## src/rtl/sfifo_ctrl_burst_pkg.sv

```systemverilog
// Shared types and helpers for the burst FIFO controller.
// Provides clog2 for parameter sizing and the registered flag bundle.
package sfifo_ctrl_burst_pkg;

    // Ceiling log2 for sizing; clog2(1) = 0.
    function automatic int clog2(input int v);
        int r;
        int x;
        r = 0;
        x = v - 1;
        while (x > 0) begin
            r++;
            x = x >> 1;
        end
        return r;
    endfunction

    // Status flags registered together from next-state occupancy.
    typedef struct packed {
        logic full;
        logic empty;
        logic afull;
        logic aempty;
        logic wr_rdy;
        logic rd_rdy;
    } flags_t;

    // Flag values after reset or flush (empty FIFO).
    localparam flags_t FLAGS_RST = '{
        full:   1'b0,
        empty:  1'b1,
        afull:  1'b0,
        aempty: 1'b1,
        wr_rdy: 1'b1,
        rd_rdy: 1'b0
    };

endpackage

```

## src/rtl/sfifo_ctrl_burst_ptr_adv.sv

```systemverilog
// Modular pointer advance: nptr = (ptr + n) mod DEPTH, for any DEPTH.
// Ports: ptr (current pointer), n (advance amount <= DEPTH), nptr (result).
module sfifo_ptr_adv #(
    parameter int DEPTH    = 8,
    parameter int PTR_BITS = 3,
    parameter int N_BITS   = 2
) (
    input  logic [PTR_BITS-1:0] ptr,
    input  logic [N_BITS-1:0]   n,
    output logic [PTR_BITS-1:0] nptr
);

    // One spare bit so ptr + n (< 2*DEPTH) never wraps the adder.
    localparam int SW = ((PTR_BITS > N_BITS) ? PTR_BITS : N_BITS) + 1;

    logic [SW-1:0] sum;
    logic [SW-1:0] sum_wrap;

    assign sum      = SW'(ptr) + SW'(n);
    assign sum_wrap = sum - SW'(DEPTH);

    // ptr < DEPTH and n <= DEPTH, so a single subtract is enough.
    assign nptr = (sum >= SW'(DEPTH)) ? PTR_BITS'(sum_wrap)
                                      : PTR_BITS'(sum);

endmodule

```

## src/rtl/sfifo_ctrl_burst.sv

```systemverilog
// Synchronous multi-entry FIFO controller driving an external dual-port RAM.
// Ports: clk, rstn (sync active-low), flush, wr_n/rd_n (burst sizes),
//   af_lvl/ae_lvl (thresholds), err_clr; outputs wptr/rptr, nwptr/nrptr,
//   count (read side), free (write side), full/empty/afull/aempty,
//   wr_rdy/rd_rdy, sticky ovf/udf.
module sfifo_ctrl_burst
    import sfifo_ctrl_burst_pkg::*;
#(
    parameter int DEPTH          = 8,
    parameter int MAX_WR         = 2,
    parameter int MAX_RD         = 2,
    parameter int DELAY_WR_COUNT = 0,
    parameter int PTR_BITS       = clog2(DEPTH),
    parameter int CNT_BITS       = clog2(DEPTH + 1),
    parameter int WN_BITS        = clog2(MAX_WR + 1),
    parameter int RN_BITS        = clog2(MAX_RD + 1)
) (
    input  logic                clk,
    input  logic                rstn,
    input  logic                flush,
    input  logic [WN_BITS-1:0]  wr_n,
    input  logic [RN_BITS-1:0]  rd_n,
    input  logic [CNT_BITS-1:0] af_lvl,
    input  logic [CNT_BITS-1:0] ae_lvl,
    input  logic                err_clr,
    output logic [PTR_BITS-1:0] wptr,
    output logic [PTR_BITS-1:0] rptr,
    output logic [PTR_BITS-1:0] nwptr,
    output logic [PTR_BITS-1:0] nrptr,
    output logic [CNT_BITS-1:0] count,
    output logic [CNT_BITS-1:0] free,
    output logic                full,
    output logic                empty,
    output logic                afull,
    output logic                aempty,
    output logic                wr_rdy,
    output logic                rd_rdy,
    output logic                ovf,
    output logic                udf
);

    // Arithmetic width with one guard bit for add-before-subtract.
    localparam int CW = CNT_BITS + 1;

    logic [WN_BITS-1:0]  wa;
    logic [RN_BITS-1:0]  ra;
    logic [WN_BITS-1:0]  wc;
    logic [WN_BITS-1:0]  wpend;
    logic                wr_ok;
    logic                rd_ok;
    logic                wr_err;
    logic                rd_err;
    logic [CW-1:0]       free_nx;
    logic [CW-1:0]       cnt_nx;
    logic [PTR_BITS-1:0] wadv;
    logic [PTR_BITS-1:0] radv;
    flags_t              flg_q;
    flags_t              flg_nx;

    // Accept checks see only registered occupancy: a same-cycle
    // read cannot make room for a write, and vice versa.
    assign wr_ok  = CW'(wr_n) <= CW'(free);
    assign rd_ok  = CW'(rd_n) <= CW'(count);
    assign wr_err = !flush && !wr_ok;
    assign rd_err = !flush && !rd_ok;
    assign wa     = (!flush && wr_ok) ? wr_n : '0;
    assign ra     = (!flush && rd_ok) ? rd_n : '0;

    // Read side sees writes one cycle late when the RAM needs a
    // cycle to commit the data.
    assign wc = (DELAY_WR_COUNT != 0) ? wpend : wa;

    assign free_nx = CW'(free) - CW'(wa) + CW'(ra);
    assign cnt_nx  = CW'(count) + CW'(wc) - CW'(ra);

    sfifo_ptr_adv #(
        .DEPTH    (DEPTH),
        .PTR_BITS (PTR_BITS),
        .N_BITS   (WN_BITS)
    ) u_wadv (
        .ptr  (wptr),
        .n    (wa),
        .nptr (wadv)
    );

    sfifo_ptr_adv #(
        .DEPTH    (DEPTH),
        .PTR_BITS (PTR_BITS),
        .N_BITS   (RN_BITS)
    ) u_radv (
        .ptr  (rptr),
        .n    (ra),
        .nptr (radv)
    );

    assign nwptr = flush ? '0 : wadv;
    assign nrptr = flush ? '0 : radv;

    always_comb begin
        flg_nx        = FLAGS_RST;
        flg_nx.full   = (free_nx == '0);
        flg_nx.empty  = (cnt_nx == '0);
        flg_nx.afull  = (free_nx <= CW'(af_lvl));
        flg_nx.aempty = (cnt_nx <= CW'(ae_lvl));
        flg_nx.wr_rdy = (free_nx >= CW'(MAX_WR));
        flg_nx.rd_rdy = (cnt_nx >= CW'(MAX_RD));
    end

    always_ff @(posedge clk) begin
        if (!rstn) begin
            wptr  <= '0;
            rptr  <= '0;
            count <= '0;
            free  <= CNT_BITS'(DEPTH);
            wpend <= '0;
            flg_q <= FLAGS_RST;
            ovf   <= 1'b0;
            udf   <= 1'b0;
        end else begin
            // New errors win over a same-cycle clear.
            ovf <= wr_err | (ovf & ~err_clr);
            udf <= rd_err | (udf & ~err_clr);
            if (flush) begin
                wptr  <= '0;
                rptr  <= '0;
                count <= '0;
                free  <= CNT_BITS'(DEPTH);
                wpend <= '0;
                flg_q <= FLAGS_RST;
            end else begin
                wptr  <= wadv;
                rptr  <= radv;
                count <= cnt_nx[CNT_BITS-1:0];
                free  <= free_nx[CNT_BITS-1:0];
                wpend <= wa;
                flg_q <= flg_nx;
            end
        end
    end

    assign full   = flg_q.full;
    assign empty  = flg_q.empty;
    assign afull  = flg_q.afull;
    assign aempty = flg_q.aempty;
    assign wr_rdy = flg_q.wr_rdy;
    assign rd_rdy = flg_q.rd_rdy;

endmodule

```

## config.mk

```make
export PLATFORM = sky130hd
export DESIGN_NAME = sfifo_ctrl_burst
export DESIGN_NICKNAME = d
export VERILOG_FILES = /design/src/rtl/sfifo_ctrl_burst_pkg.sv /design/src/rtl/sfifo_ctrl_burst_ptr_adv.sv /design/src/rtl/sfifo_ctrl_burst.sv
export SDC_FILE = /design/constraint.sdc
export NUM_CORES = 1
export LEC_CHECK = 0
export ABC_AREA = 1
export CORE_ASPECT_RATIO = 0.6
export CORE_MARGIN = 10
export CORE_UTILIZATION = 51
export DETAILED_ROUTE_END_ITERATION = 12
export PLACE_DENSITY = 0.94
export RECOVER_POWER = 100
export SETUP_SLACK_MARGIN = 0.4
export SLEW_MARGIN = 15
export SYNTH_ARGS = -nofsm -noshare
export SYNTH_HDL_FRONTEND = slang
export SYNTH_SLANG_ARGS = --single-unit
```

## constraint.sdc

```tcl
create_clock -name clk -period 8.5 [get_ports clk]
set_input_delay 2.55 -clock clk [delete_from_list [all_inputs] [get_ports clk]]
set_output_delay 2.55 -clock clk [all_outputs]
set_load 0.1 [all_outputs]
```

==> summary.txt <==
Worst hold path
  – Hold path cells: 2
  – Hold Path End: ovf
  – Worst Hold Class: register to register
  – Hold_sp: ovf

Logic synthesis
  – Post-synth top area cell: dfxtp_1
  – Synth Net Count: 250
  – Post-synthesis register bit count: 22
  – Cells after Synth: 202
  – Share of the synthesized area in the top cell type: approximately 29%
  – Part of the Yosys area used for sequential elements: ~29%
  – Cell Area, Synth: 1540 um2
  – Top post-synthesis cells by area: dfxtp_1 29%, ha_1 23%, inv_1 12%
  – Syn Area/Cell: about 7.6 um2
  – Syn. warnings: 0
  – Yosys cell types: 24

Global route
  – Maximum number of pins on one net before global-route repair: 17
  – Total congestion overflow: 0
  – First-pass GRT wire length: 6.38 mm
  – Met1 Usage GRT: between 10% and 20%
  – Initial antenna violation count: 0
  – Global routing met2 resource utilization: roughly a fifth
  – Most used routing layer: met2
  – Overall fraction of global-route tracks in use: 13.3%
  – M3 GR Usage: 6.12%
  – Vias in the first global route: between 1000 and 1500

Setup path
  – RR Endpoint: afull
  – Reg2Reg Setup Slack: 5010 ps
  – Reg-to-reg critical path startpoint: free[1]
  – Max Fanout on Critical Path: 3
  – CP Capture Type: output pin
  – WS Path Type: input port to output pin
  – Worst path required time: 5950 ps
  – Reg2reg path depth: 22
  – CP Launch Type: input port
  – Worst path arrival time: about 5300 ps

Timing
  – Final setup TNS: 0 ps
  – PnR worst setup slack: roughly 660 ps
  – Slew at the pin with the worst max-slew slack: 1190 ps
  – Relative slew slack: about a fifth
  – Top achievable clock speed: 128 MHz
  – Final Max Slew Viols: 0
  – Final Setup Violations: 0
  – Period minus WS final: 7840 ps
  – Final count of hold timing violations: 0
  – Clk_skew: 1.41 ps
  – Unrepaired setup endpoints after global routing: false
  – Final period util: 92.2%

Pwr
  – Max VDD drop: 0.157 mV
  – Leak pwr: 1.08 nW
  – Power, Total: 0.000554 W
  – PwrDens: between 200 and 300 nW/um2

Route
  – Vias per Instance: 4.77
  – Drt initial violations: 48
  – Post-route DRC: 0
  – WL per Instance: 12.9 um
  – Routed Wire Length: 3.71 mm
  – Vias: roughly 1400
  – Total iterations of the first detailed-routing run: 4
  – Routed Antenna Nets: 0

Cells and area
  – Most common cell after layout, fill and taps aside: inv_1
  – Nets: 297
  – Most frequent cells in the layout: 51 x inv_1, 28 x ha_1, 27 x nand2_1, 25 x dlygate4sd3_1, 24 x nor2_1
  – Fill cells: 249
  – Reg area: 440 um2
  – Final std cells w/o fill: 289
  – N_diodes: 0
  – Synth-to-Final Area Change: 30.3%
  – Share of cells above drive strength 1: ~4.0%
  – Multi-input logic area: 881 um2

Clock network
  – CTS root buffer: clkbuf_8
  – Clk slew on worst S/H paths: 70 ps
  – TritonCTS clock tree: done
  – CTS Buf Count: 3
  – Clock sinks: 22
  – Number of cells upsized or downsized after cts: 0
  – Worst-case clock buffer depth: 2
  – Clk_lat worst skew: 260 ps
  – H-tree Lvls: 1
  – Setup Fix Bufs, Post-CTS: 0
  – Post-CTS Hold Fix Bufs: 0

Place
  – Half-perimeter wire length after detailed placement: 3.22 mm
  – Port Buffers: 43
  – Pre-CTS setup slack: between 1000 and 1500 ps
  – DP Cell Count: approximately 290
  – Placer Congestion: 0.826

Flow run
  – Max cap viols: 0

Outcome
  – Outcome: complete, no violations

Die
  – Row cnt: 15
  – Die Footprint: approximately 5700 um2
  – Core area: 2890 um2
  – Starting Density: 53.3%
  – Die height: 62.6 um
  – Die span in x: about 91 um
  – I/O pins: between 40 and 50
-- routing by layer --
metal,vias to the layer above,wire [um]
met5,-,0
met4,0,40
met3,5,462
met2,60,1510
met1,592,1700
li1,721,-
-- through the flow --
| stage | utilization [%] | hold slack [ps] | instance area [um2] |
|---|---|---|---|
| 3_3_place_gp | 69.4 | 471 | 2000 |
| 6_report | 69.5 | 505 | 2010 |
| 5_1_grt | 69.5 | 537 | 2010 |
| 4_1_cts | 70.8 | 508 | 2050 |
| 2_1_floorplan | - | 939 | 1540 |
| 3_5_place_dp | 69.4 | 491 | 2000 |
-- report_power, final --
group          internal, W  switching [W]  total (W)
Sequential        0.000118     0.00000816   0.000126
Combinational     0.000104       0.000260   0.000364
Clock            0.0000317      0.0000323  0.0000640
-- Yosys cell counts --
library cell	n
xnor2_1	2
nand2_2	1
nor2_4	1
dfxtp_1	22
a21oi_1	7
xor2_1	2
ha_1	28
nor2_1	22
nor2_2	2
o2111ai_1	1
o211ai_1	2
inv_2	1
nand2_1	26
nand3_2	1
fa_1	4
buf_2	1
nand4_1	4
or2_4	1
a21oi_2	1
a31oi_1	1
o21ai_0	6
nand3_1	14
inv_1	51
a211oi_1	1
-- cell type report --
cell class	count	share of cell area, %
flip-flops and latches	22	21.9
repair buffers	43	19.8
inverters	52	9.72
clock buffers	3	2.06
multi-input cells	127	43.9
well taps	42	2.62
-- kinds of logic (layout without fill, tap and decap cells) --
| group | count (synthesis) | in the layout | synth area share [%] |
|---|---|---|---|
| buffers and inverters | 53 | 98 | 13.0 |
| AOI/OAI and AO/OA | 19 | 19 | 7.22 |
| xor gates and xnor gates | 4 | 4 | 2.27 |
| adders and majority gates | 32 | 32 | 27.9 |
| DFF | 22 | 22 | 28.6 |
| and+or+nand+nor | 72 | 72 | 21.0 |
-- how the worst max path moves through the flow --
stage | startpoint | to | slack, ps | depth (start not counted)
after floorplan | rd_n[1] | nrptr[2] | 760 | 10
after global placement | rd_n[0] | nrptr[2] | 1120 | 12
after detailed placement | rd_n[1] | nrptr[1] | 1020 | 12
after CTS | rd_n[1] | nrptr[1] | 1010 | 12
after global routing | wr_n[1] | nwptr[2] | 560 | 16
final | wr_n[1] | nwptr[2] | 660 | 16
-- worst max-delay path: stages --
cell,delay (ps)
dlygate4sd3_1,590
ha_1,340
nand2_1,70
nand2_1,50
nand2_1,90
nand2_1,90
nor2_1,270
xnor2_1,170
inv_1,70
ha_1,190
inv_1,80
nand2_1,60
nand2_1,50
nand3_1,90
inv_1,70
clkbuf_2,450
-- state kept, by name (all words and copies together), names as in the netlist --
signal  cells
free        4
wr_rdy      1
wptr        3
empty       1
afull       1
aempty      1
rd_rdy      1
rptr        3
udf         1
count       4
full        1
ovf         1
No activity file was read; power rests on OpenSTA's default activity.
